===== src/rtl/dot_result_drain.sv =====
// dot_result_drain: buffers lane-parallel dot-product beats and drains them one lane per cycle.
// Latency: in_valid at edge t -> out_valid after edge t when empty; 1 word/cycle while out_ready.
// Backpressure: outputs hold while out_valid && !out_ready; beats arriving when full (no pop) are dropped, overflow sticks.
//
// Ports: clk/rst_n (sync active-low); in_valid/dot_in (one beat, lane 0 in low bits);
//   out_valid/out_ready/out_data/out_col/out_last (serialised stream, column-tagged);
//   level (occupied beats), overflow (sticky drop flag), acc_out/acc_valid (frame sum).
// Optional frame accumulator enabled by defining DOT_DRAIN_ACC_EN; otherwise acc outputs are 0.
module dot_result_drain #(
   parameter int LANES            = 4,
   parameter int INT_RESULT_WIDTH = 13,
   parameter int DEPTH            = 4,
   parameter int NUM_COLS         = 256,
   parameter int COL_W            = $clog2(NUM_COLS)
) (
   input  logic                                      clk,
   input  logic                                      rst_n,
   input  logic                                      in_valid,
   input  logic [LANES*INT_RESULT_WIDTH-1:0]         dot_in,
   output logic                                      out_valid,
   input  logic                                      out_ready,
   output logic signed [INT_RESULT_WIDTH-1:0]        out_data,
   output logic [COL_W-1:0]                          out_col,
   output logic                                      out_last,
   output logic [$clog2(DEPTH+1)-1:0]                level,
   output logic                                      overflow,
   output logic signed [INT_RESULT_WIDTH+COL_W-1:0]  acc_out,
   output logic                                      acc_valid
);

   localparam int W      = INT_RESULT_WIDTH;
   localparam int PTR_W  = $clog2(DEPTH);
   localparam int LANE_W = $clog2(LANES);
   localparam int BEATS  = NUM_COLS / LANES;
   localparam int BEAT_W = (BEATS > 1) ? $clog2(BEATS) : 1;
   localparam int LVL_W  = $clog2(DEPTH + 1);

   typedef enum logic {IDLE, SEND} state_t;

   state_t              state_q, state_d;
   logic [PTR_W-1:0]    wr_ptr_q, wr_ptr_d, rd_ptr_q, rd_ptr_d;
   logic [LANE_W-1:0]   lane_q, lane_d;
   logic [BEAT_W-1:0]   beat_q, beat_d;
   logic [LVL_W-1:0]    level_q, level_d;
   logic                ovf_q, ovf_d;

   // Beat storage is not reset: level/pointers define what is valid.
   logic [LANES*W-1:0]  data_q [DEPTH];
   logic [COL_W-1:0]    base_q [DEPTH];

   logic                hs, pop, push, full;
   logic [COL_W-1:0]    in_base;
   logic signed [W-1:0] word;
   logic [COL_W-1:0]    col;

   assign full    = (level_q == LVL_W'(DEPTH));
   assign hs      = out_valid && out_ready;
   assign pop     = hs && (lane_q == LANE_W'(LANES - 1));
   // A pop in the same cycle frees the slot, so a full buffer still accepts.
   assign push    = in_valid && (!full || pop);
   assign in_base = COL_W'(int'(beat_q) * LANES);

   assign word = data_q[rd_ptr_q][int'(lane_q)*W +: W];
   assign col  = base_q[rd_ptr_q] + COL_W'(lane_q);

   // Outputs are forced to 0 when nothing is presented so reset leaves every output at 0.
   assign out_valid = (state_q == SEND);
   assign out_data  = out_valid ? word : '0;
   assign out_col   = out_valid ? col : '0;
   assign out_last  = out_valid && (col == COL_W'(NUM_COLS - 1));
   assign level     = level_q;
   assign overflow  = ovf_q;

   always_comb begin
      state_d  = state_q;
      wr_ptr_d = wr_ptr_q;
      rd_ptr_d = rd_ptr_q;
      lane_d   = lane_q;
      beat_d   = beat_q;
      level_d  = level_q;
      ovf_d    = ovf_q;

      case (state_q)
         IDLE: if (push) state_d = SEND;
         SEND: if (pop && !push && level_q == LVL_W'(1)) state_d = IDLE;
         default: state_d = IDLE;
      endcase

      // Beat counter follows the source even for dropped beats to keep tags aligned.
      if (in_valid) begin
         beat_d = (beat_q == BEAT_W'(BEATS - 1)) ? '0 : beat_q + 1'b1;
         if (!push) ovf_d = 1'b1;
      end
      if (push) wr_ptr_d = wr_ptr_q + 1'b1;
      if (hs)   lane_d   = pop ? '0 : lane_q + 1'b1;
      if (pop)  rd_ptr_d = rd_ptr_q + 1'b1;

      case ({push, pop})
         2'b10:   level_d = level_q + 1'b1;
         2'b01:   level_d = level_q - 1'b1;
         default: level_d = level_q;
      endcase
   end

   always_ff @(posedge clk) begin
      if (!rst_n) begin
         state_q  <= IDLE;
         wr_ptr_q <= '0;
         rd_ptr_q <= '0;
         lane_q   <= '0;
         beat_q   <= '0;
         level_q  <= '0;
         ovf_q    <= 1'b0;
      end else begin
         state_q  <= state_d;
         wr_ptr_q <= wr_ptr_d;
         rd_ptr_q <= rd_ptr_d;
         lane_q   <= lane_d;
         beat_q   <= beat_d;
         level_q  <= level_d;
         ovf_q    <= ovf_d;
      end
   end

   always_ff @(posedge clk) begin
      if (push) begin
         data_q[wr_ptr_q] <= dot_in;
         base_q[wr_ptr_q] <= in_base;
      end
   end

`ifdef DOT_DRAIN_ACC_EN
   logic signed [W+COL_W-1:0] sum_q, sum_d, acc_q;
   logic                      acc_vld_q;

   assign sum_d = sum_q + {{COL_W{word[W-1]}}, word};

   // The frame total includes the out_last word; the running sum restarts after it.
   always_ff @(posedge clk) begin
      if (!rst_n) begin
         sum_q     <= '0;
         acc_q     <= '0;
         acc_vld_q <= 1'b0;
      end else begin
         acc_vld_q <= 1'b0;
         if (hs) begin
            if (out_last) begin
               acc_q     <= sum_d;
               acc_vld_q <= 1'b1;
               sum_q     <= '0;
            end else begin
               sum_q <= sum_d;
            end
         end
      end
   end

   assign acc_out   = acc_q;
   assign acc_valid = acc_vld_q;
`else
   assign acc_out   = '0;
   assign acc_valid = 1'b0;
`endif

endmodule


===== config.mk =====
export PLATFORM = sky130hd
export DESIGN_NAME = dot_result_drain
export DESIGN_NICKNAME = d
export VERILOG_FILES = /design/src/rtl/dot_result_drain.sv
export SDC_FILE = /design/constraint.sdc
export NUM_CORES = 1
export LEC_CHECK = 0
export ABC_AREA = 1
export BUFFER_PORTS_ARGS = -buffer_cell sky130_fd_sc_hd__buf_2
export CORE_MARGIN = 5
export CORE_UTILIZATION = 45
export CTS_CLUSTER_SIZE = 16
export DETAILED_ROUTE_END_ITERATION = 7
export PLACE_DENSITY = 0.63
export SYNTH_ARGS = -nofsm -noshare
export SYNTH_HDL_FRONTEND = slang
export SYNTH_SLANG_ARGS = --single-unit

===== constraint.sdc =====
create_clock -name clk -period 10.42 [get_ports clk]
set_input_delay 2.084 -clock clk [delete_from_list [all_inputs] [get_ports clk]]
set_output_delay 2.084 -clock clk [all_outputs]
set_load 0.05 [all_outputs]

### Yosys cells after proc, flatten, opt, wreduce, memory -nomap -nowiden

Memories as Yosys holds them, arrays and structs flattened. A register that Yosys moved wholly into a read port is not among the register bits.
Cells that the tools add are included.

| storage, ports and cells | value |
|---|---|
| memories | 2 |
| flip-flop bits (word level) | 17 |
| bits of input ports | 56 |
| memory bits (writable) | 232 |

Memories:

| memory | words | width | read ports | clocked after memory_dff | wr ports | RTL line | source |
|---|---|---|---|---|---|---|---|
| data_q | 4 | 52 | 1 | 1 | 1 | 48 | `logic [LANES*W-1:0] data_q [DEPTH];` |
| base_q | 4 | 6 | 1 | 1 | 1 | 49 | `logic [COL_W-1:0] base_q [DEPTH];` |

| operators by class | value |
|---|---|
| reductions and logical operators | 11 |
| mux-type cells | 13 |
| shift-type cells | 1 |
| multiply operators | 1 |
| add/subtract/negate cells | 7 |
| bitwise gates (word level) | 2 |
| equal/unequal tests | 7 |

Operator list:

| cell | count |
|---|---|
| 52-bit by 7-bit variable part select with 13-bit output | 1 |
| 13-bit two-way mux | 1 |
| 2-bit two-way mux | 5 |
| 8-bit by 2-bit adder with 8-bit output | 1 |
| 8-bit == test, second input constant | 1 |
| 8-bit two-way mux | 1 |
| 2-bit by 1-bit adder with 2-bit output, second input constant | 3 |
| 6-bit by 1-bit adder with 6-bit output, second input constant | 1 |
| 6-bit == test, second input constant | 1 |
| 1-bit logical AND | 6 |
| 2-bit by 4-bit multiplier with 6-bit output, second input constant | 1 |
| 6-bit two-way mux | 1 |
| 3-bit case mux with 2 select lines | 1 |
| 2-bit == test, second input constant | 2 |
| 3-bit by 1-bit adder with 3-bit output, second input constant | 1 |
| 3-bit by 1-bit == test with 1-bit output, second input constant | 1 |
| 3-bit == test, second input constant | 1 |
| 1-bit two-way mux | 3 |
| 3-bit by 1-bit subtractor with 3-bit output, second input constant | 1 |
| 2-bit by 1-bit == test with 1-bit output, second input constant | 1 |
| 1-bit logical NOT | 2 |
| 1-bit NOT | 2 |
| 1-bit case mux with 2 select lines | 1 |
| 2-bit AND reduction | 1 |
| other kinds (2) | 2 |

### Logic depth before layout (Yosys ltp)

Gate-level depths: netlist of the first run.

| depth | value |
|---|---|
| depth after elaboration | 9 |
| mapped depth | 9 |
| depth with buffers taken out | 8 |

### Worst setup path after synthesis of the first run

OpenSTA, ideal clock, no wires.

| timing path | value |
|---|---|
| path kind | input to register |
| start point | input in_valid |
| end point | memory base_q[0][0] (netlist name) (enable) |
| arrival time | 4947 ps |
| setup slack | 4998 ps |
| required time | 9946 ps |
| stages on the path | 3 |
| path buffers | 1 |
| library setup time | 474 ps |
| cells stage by stage | clkbuf_1 > nand2_1 > nor2_1 |

| on the way | value |
|---|---|
| word-level cells in the longest chain between the ends | 3 |

RTL lines:

| element | RTL line | source |
|---|---|---|
| from (decl) | 18 | `input logic in_valid,` |
| 1-bit logical AND | 60 | `assign push = in_valid && (!full \|\| pop);` |
| 1-bit two-way mux | 126 | `if (push) begin` |
| 1-bit two-way mux (implied by the code) | 128 | `base_q[wr_ptr_q] <= in_base;` |
| to (decl) | 49 |  |

Every way passes these cells.

==> summary.md, run 1 <==
| Metric | Value |
|---|---|
| Status | `finished, final reports clean` |
| Leakage | `5.15 nW` |
| Yosys cell types | `27` |
| Top-Level Pins | `105` |
| RSZ-0062 raised after global routing | `false` |
| Setup TNS | `0 ns` |
| DRC | `0` |
| Period utilization | `57.1%` |
| Full die area | `27,200 sq um` |
| Post_cts resized | `0` |
| Share of layout cells above drive strength 1 | `12.3%` |
| Final setup viols | `0` |
| R2R Path Start | `lane_q[0]` |
| First-pass GRT wire length | `39,200 um` |
| Post-CTS Hold Buffers | `0` |
| Gate Count Post-Synth | `1,035` |
| Area delta synth->final | `12.7%` |
| Reg2reg path depth | `7` |
| Final WL | `25,000 um` |
| Root buffer selected by CTS | `clkbuf_16` |
| Min Tclk post-route | `5.95 ns` |
| Grt ovf | `0` |
| Core Region | `23,500 sq um` |
| Slew headroom | `30.9%` |
| Non-Filler Cell Area, Final | `12,200 sq um` |
| Via count | `7,165` |
| Final Skew | `0.0105 ns` |
| Dpl hpwl | `14,900 um` |
| CTS tree | `yes` |
| Die W | `165 um` |
| Initial Utilization | `46.0%` |
| Endpoint, Worst Hold | `overflow` |
| Crit end category | `primary output` |
| Hold path cells | `1` |
| Sink Count | `251` |
| Detail Route Antenna Nets | `0` |
| Slew Limit Fails | `0` |
| Synth Cell Area | `10,800 sq um` |
| Placement Rows | `56` |
| Setup Fix Bufs, Post-CTS | `0` |
| Hold Crit Start | `overflow` |
| Fillers | `2,123` |
| Crit path DAT | `3.87 ns` |
| Clock Path Buffers | `3` |
| Chip height | `165 um` |
| Clock-pin transition on the worst setup and hold timing paths | `0.06 ns` |
| Seq/Total Area, Yosys | `67.9%` |
| Slew @ Worst Pin | `1.03 ns` |
| Largest area contributor in the netlist | `edfxtp_1` |
| FF+latch count, synth | `251` |
| Htree depth | `1` |
| RR Endpoint | `data_q[3][23]` |
| Vias per inst | `4.96` |
| CTS Buf Count | `26` |
| Worst vdd ir | `0.0988 mV` |
| Most frequent cells in the layout | `353 x nand2_1, 232 x edfxtp_1, 145 x nand3_1` |
| Max cap viols | `0` |
| Wire per inst | `17.3 um` |
| WP data required | `8.34 ns` |
| Vias in the first global route | `7,035` |
| Post-Place Cell Area | `11,400 sq um` |
| Yosys warns | `0` |
| Global Route Usage Sum | `18.6%` |
| Most common cell after layout, fill and taps aside | `nand2_1` |
| Initial antenna violation count | `6` |
| Crit Path Class | `reg -> out` |
| Top cells by area, synth | `edfxtp_1 64%, nand2_1 12%, nand3_1 6.7%, inv_1 4.2%, dfxtp_1 3.5%` |
| Synthesized area per cell | `10.5 sq um` |
| DR iter-0 viols | `596` |
| Critical path fanouts, max | `66` |
| Final Hold Violating Endpoints | `0` |
| Nets | `1,171` |
| Port Buffer Count | `82` |
| Fmax | `0.168 GHz` |
| GP Congestion | `0.787` |
| DRT Pass-1 Iters | `5` |
| Crit start category | `flop` |
| Hold crit path type | `reg -> reg` |
| R2R setup slack | `7.34 ns` |
| Synth top area share | `64.4%` |
| Clock Latency Late Sink | `0.53 ns` |
| Largest net degree at the start of global routing | `67` |
| Pwr dens | `182 nW/um^2` |
## through the flow
step / power, mW / worst slack [ns] / util (%) / hold WS [ns] / cells
after CTS: 2.24 / 4.46 / 51.8 / 0.473 / 1444
final: 2.22 / 4.47 / 51.8 / 0.471 / 1446
after global routing: 2.31 / 4.19 / 51.8 / 0.499 / 1444
after floorplan: 1.32 / 5.00 / - / 0.444 / 1056
after global placement: 1.38 / 5.03 / 48.4 / 0.449 / 1396
after detailed placement: 1.38 / 5.01 / 48.4 / 0.456 / 1396
## area by class of cell
cell class	count	area, sq um	area share (%)
Clock inverter	13	61.3	0.503
Antenna cell	2	5.00	0.0410
Tap cell	319	399	3.27
Inverter	126	474	3.89
Sequential cell	251	7350	60.3
Timing Repair Buffer	92	485	3.98
Clock buffer	35	736	6.03
Multi-Input combinational cell	608	2680	22.0
## worst max-delay path, stage by stage (launching register included)
cell and delay, ns:
dfxtp_4 0.77, clkinv_2 0.82, buf_4 0.62, nand2_1 0.13, nand3_1 0.07, nand3_1 0.12
nand3_1 0.12, a21oi_1 0.30, buf_2 0.33
## power breakdown
group | switching [mW] | internal (mW) | leakage (nW)
Combinational | 0.147 | 0.0449 | 2.46
Clock | 0.368 | 0.493 | 0.394
Sequential | 0.0139 | 1.15 | 2.29
## cells in the mapped netlist
master / count
nand2_1: 353
edfxtp_1: 232
nand3_1: 145
inv_1: 122
nor2_1: 30
buf_4: 29
a21oi_1: 23
buf_2: 23
dfxtp_1: 19
clkbuf_1: 12
ha_1: 10
o21ai_0: 10
xor2_1: 4
buf_1: 3
buf_6: 3
xnor2_1: 3
clkinv_1: 2
inv_2: 2
nor3_1: 2
a211oi_1: 1
clkbuf_2: 1
conb_1: 1
nor3_2: 1
nor3b_1: 1
o21a_1: 1
o21ai_1: 1
or2_1: 1
## flip-flops by register name, summed over array words and instances (netlist names), named ones only
register / flops
rd_ptr_q: 2
wr_ptr_q: 2
data_q: 208
lane_q: 2
beat_q: 6
out_valid: 1
level: 3
base_q: 24
overflow: 1
## how the worst max path moves through the flow
stage	start	end	slack, ns	cells past startpoint
floorplan	in_valid	base_q[0][0]	5.00	3
global placement	flop	out_data[3]	5.03	8
detailed placement	flop	out_data[3]	5.01	8
CTS	flop	out_data[3]	4.46	8
global route	flop	out_data[3]	4.19	8
finish	flop	out_data[3]	4.47	8
## per-layer routing
metal,global-route usage (%),routed length (um)
met1,24.5,10200
met2,31.8,12300
met3,3.57,1970
met4,4.99,512
met5,0,42
## logic make-up (layout without fill, tap and decap cells)
logic type / after synthesis / in the layout / synth area share [%]
DFF: 251 / 251 / 67.9
AOI/OAI and AO/OA: 36 / 36 / 1.71
adders and majority gates: 10 / 10 / 1.16
other: 1 / 24 / 0.0347
buffers and inverters: 197 / 266 / 8.33
and+or+nand+nor: 533 / 533 / 20.3
xor gates and xnor gates: 7 / 7 / 0.567
(Power assumes the default switching activity.)
==> run 2: changes to the inputs <==
- ABC_AREA: 1 -> 0
- PLACE_DENSITY: 0.63 -> 0.66
- clock period: 10.42 -> 5.11 ns (I/O delays scaled with it)
==> run 2 against run 1 <==
Clock power grew 120%; global-route usage is 3.6 points lower; hold slack better by 0.037 ns; die area fell by 6.1%; sequential power increased by 100%; synthesized area shrank 6.5%; final area is 5.4% lower; synthesized cell count is 48% lower; sequential share of layout area is 3.4 points higher; core utilization up 0.76 points; critical path type unchanged; largest cell class unchanged; highest routed layer unchanged.
==> summary.md, run 2 <==
| Metric | Value |
|---|---|
| CP max-delay cell | `dfxtp_4` |
| Inst Count DP | `883 (-37%)` |
| Final WL | `19,600 um (-21%)` |
| R2R setup slack | `1.94 ns (-5.40 ns)` |
| Fillers | `1,701 (-20%)` |
| Most common cell after layout, fill and taps aside | `edfxtp_1` |
| Clock-pin transition on the worst setup and hold timing paths | `0.06 ns (about the same)` |
| Initial antenna violation count | `3 (-3)` |
| Count leader, synth | `edfxtp_1` |
| Crit end category | `primary output` |
| Sink Count | `251 (unchanged)` |
| Slew headroom | `39.8% (+8.9 points)` |
| Die W | `160 um (-3.1%)` |
| Worst vdd ir | `0.220 mV (+120%)` |
| Post-CTS Hold Buffers | `0 (unchanged)` |
| Pwr dens | `395 nW/um^2 (+120%)` |
| Vias in the first global route | `5,272 (-25%)` |
| WP data required | `4.09 ns (-4.25 ns)` |
| Critical path fanouts, max | `34 (-48%)` |
| Hold crit path type | `reg -> reg` |
| Synth top area share | `68.9% (+4.5 points)` |
| Root buffer selected by CTS | `clkbuf_16` |
| Status | `finished, final reports clean` |
| Post_cts resized | `0 (unchanged)` |
| DR iter-0 viols | `401 (-33%)` |
| Yosys warns | `0 (unchanged)` |
| Power Total | `4.56 mW (+110%)` |
| Core Region | `22,000 sq um (-6.7%)` |
| WP buf/inv | `2 (-1)` |
| Port Buffer Count | `82 (unchanged)` |
| Area delta synth->final | `14.1%` |
| Crit path cell chain | `buf_12, mux4_1, and4_1, and4_1, buf_2` |
| DRC | `0 (unchanged)` |
| Gate Count Post-Synth | `537 (-48%)` |
| Max FFs per register | `208 (unchanged)` |
| Leakage | `3.95 nW (-23%)` |
| Antenna cell count | `0 (-2)` |
| Final Skew | `0.0177 ns (+0.00724 ns)` |
| Top reg by flops | `data_q` |
| Slew @ Worst Pin | `0.903 ns (-0.127 ns)` |
| Dpl hpwl | `12,100 um (-19%)` |
| Nets | `696 (-41%)` |
| Via count | `5,047 (-30%)` |
| Chip height | `160 um (-3.1%)` |
| Max cap viols | `0 (unchanged)` |
| Crit start category | `flop` |
| Fmax | `0.258 GHz` |
| Most frequent cells in the layout | `232 x edfxtp_1, 82 x buf_2, 48 x mux2i_1` |
| Async SR Flop Fraction | `0% (unchanged)` |
| Clock Latency Late Sink | `0.51 ns (-0.02 ns)` |
| FF+latch count, synth | `251 (unchanged)` |
| Share of layout cells above drive strength 1 | `25.5% (+13 points)` |
| Initial Utilization | `46.1% (+0.11 points)` |
| Endpoint, Worst Hold | `overflow` |
| Htree depth | `1 (unchanged)` |
| Setup Fix Bufs, Post-CTS | `0 (unchanged)` |
| Global Route Usage Sum | `15.0% (-3.6 points)` |
| CTS tree | `yes` |
| Cell family with most CP delay | `flip-flops` |
| Min Tclk post-route | `3.87 ns` |
| Top-Level Pins | `105 (unchanged)` |
| Post-synth EDFFs | `232 (unchanged)` |
| Biggest regs | `data_q: 208 flops, base_q: 24 flops, beat_q: 6 flops` |
| Top cells by area, synth | `edfxtp_1 69%, mux4_2 5.8%, mux2i_1 4.7%, dfxtp_1 3.8%, mux4_1 3.6%` |
| Final setup viols | `0 (unchanged)` |
| Hold Crit Start | `overflow` |
| Crit path DAT | `2.85 ns (-1.02 ns)` |
| Placement Rows | `54 (-3.6%)` |
| Slew Limit Fails | `0 (unchanged)` |
| Final Hold Violating Endpoints | `0 (unchanged)` |
| Reg2reg path depth | `6 (-1)` |
| Synthesized area per cell | `18.8 sq um (+80%)` |
| First-pass GRT wire length | `30,600 um (-22%)` |
| Most used cell, CP | `and4_1` |
| Commonest cells in the synthesized netlist | `232 x edfxtp_1, 48 x mux2i_1, 26 x mux4_2, 22 x buf_4, 22 x o21ai_0` |
| GP Congestion | `0.750 (-4.8%)` |
| Grt ovf | `0 (unchanged)` |
| Post-synth top flop | `edfxtp_1` |
| DRT Pass-1 Iters | `5 (unchanged)` |
| RR Endpoint | `data_q[3][18]` |
| Hold path cells | `2 (+1)` |
| Yosys cell types | `40 (+48%)` |
| Clock Path Buffers | `3 (unchanged)` |
| Largest net degree at the start of global routing | `59 (-12%)` |
| Synth Cell Area | `10,100 sq um (-6.5%)` |
| Crit Path Class | `reg -> out` |
| Wire per inst | `21.2 um (+22%)` |
| CTS Buf Count | `25 (-3.8%)` |
| Detail Route Antenna Nets | `0 (unchanged)` |
| Largest area contributor in the netlist | `edfxtp_1` |
| Non-Filler Instances | `928 (-36%)` |
| Seq/Total Area, Yosys | `72.6% (+4.7 points)` |
| Vias per inst | `5.44 (+9.8%)` |
| Period utilization | `75.8%` |
| Max incr delay on CP | `0.76 ns (-0.06 ns)` |
| RSZ-0062 raised after global routing | `false` |
| R2R Path Start | `lane_q[0]` |
| Setup TNS | `0 ns (unchanged)` |
| Full die area | `25,600 sq um (-6.1%)` |
==> run 2: cell types whose count changed in the layout (fill, tap and decap cells not counted), sizes merged, moves of 11 or more <==
cell	delta
mux4	+40
inv	-119
and2	+19
nor2	-25
nand2	-332
a21oi	-16
nand3	-143
mux2i	+48
o21ai	+11
==> run 2: stage by stage <==
| step | utilization [%] | area [sq um] | worst slack [ns] | hold WS (ns) |
|---|---|---|---|---|
| after CTS | 52.6 | 11500 | 1.15 | 0.515 |
| final | 52.6 | 11500 | 1.24 | 0.508 |
| after detailed placement | 48.7 | 10700 | 1.69 | 0.498 |
| after floorplan | - | 10200 | 1.76 | 0.481 |
| after global placement | 48.7 | 10700 | 1.71 | 0.472 |
| after global routing | 52.6 | 11500 | 1.07 | 0.544 |
==> run 2: how the worst max path moves through the flow <==
stage                     startpoint      endpoint  slack, ns  cells past startpoint
after floorplan            out_valid  out_data[11]       1.76                      5
after CTS                       flop      out_last       1.15                      5
after global placement          flop      out_last       1.71                      5
after global routing            flop      out_last       1.07                      5
after detailed placement        flop      out_last       1.69                      5
final                           flop      out_last       1.24                      5
==> run 2: worst reg2reg max path, delay by kind of cell, from the launching register on <==
family / cells / cell delay [ns]
buffers and inverters: 1 / 0.62
adders and majority gates: 1 / 0.37
DFF: 1 / 0.71
and+or+nand+nor: 4 / 1.10
==> run 2: cell families (layout without fill, tap and decap cells) <==
logic type	Yosys count	in the layout	synth area share (%)
simple gates	66	66	3.48
xor+xnor	8	8	0.693
mux	88	88	14.2
fa+ha+maj	10	10	1.24
buf+inv	52	142	3.72
other cells	1	22	0.0371
flops	251	251	72.6
compound gates	61	61	4.03
==> run 2: per-layer routing <==
metal  up-vias  track usage, %  wire length, um
met3        31            3.35             1130
met5         -               0               41
met2       127            25.4             9820
met4         6            3.25              270
met1      2584            20.2             8380
li1       2299               -                -
==> run 2: where the power goes <==
group	switching, mW	total [mW]	leakage, nW	internal, mW
Sequential	0.0330	2.38	2.28	2.35
Clock	0.730	1.87	0.430	1.14
Combinational	0.222	0.313	1.24	0.0909
==> run 2: cell type report <==
| type | count | area, sq um | area share (%) |
|---|---|---|---|
| inverter | 6 | 22.5 | 0.195 |
| sequential | 251 | 7350 | 63.7 |
| clock inverter | 16 | 178 | 1.54 |
| clock buffer | 29 | 671 | 5.81 |
| timing repair buffer | 91 | 490 | 4.25 |
| tap | 280 | 350 | 3.04 |
| multi-input combinational | 255 | 2480 | 21.5 |
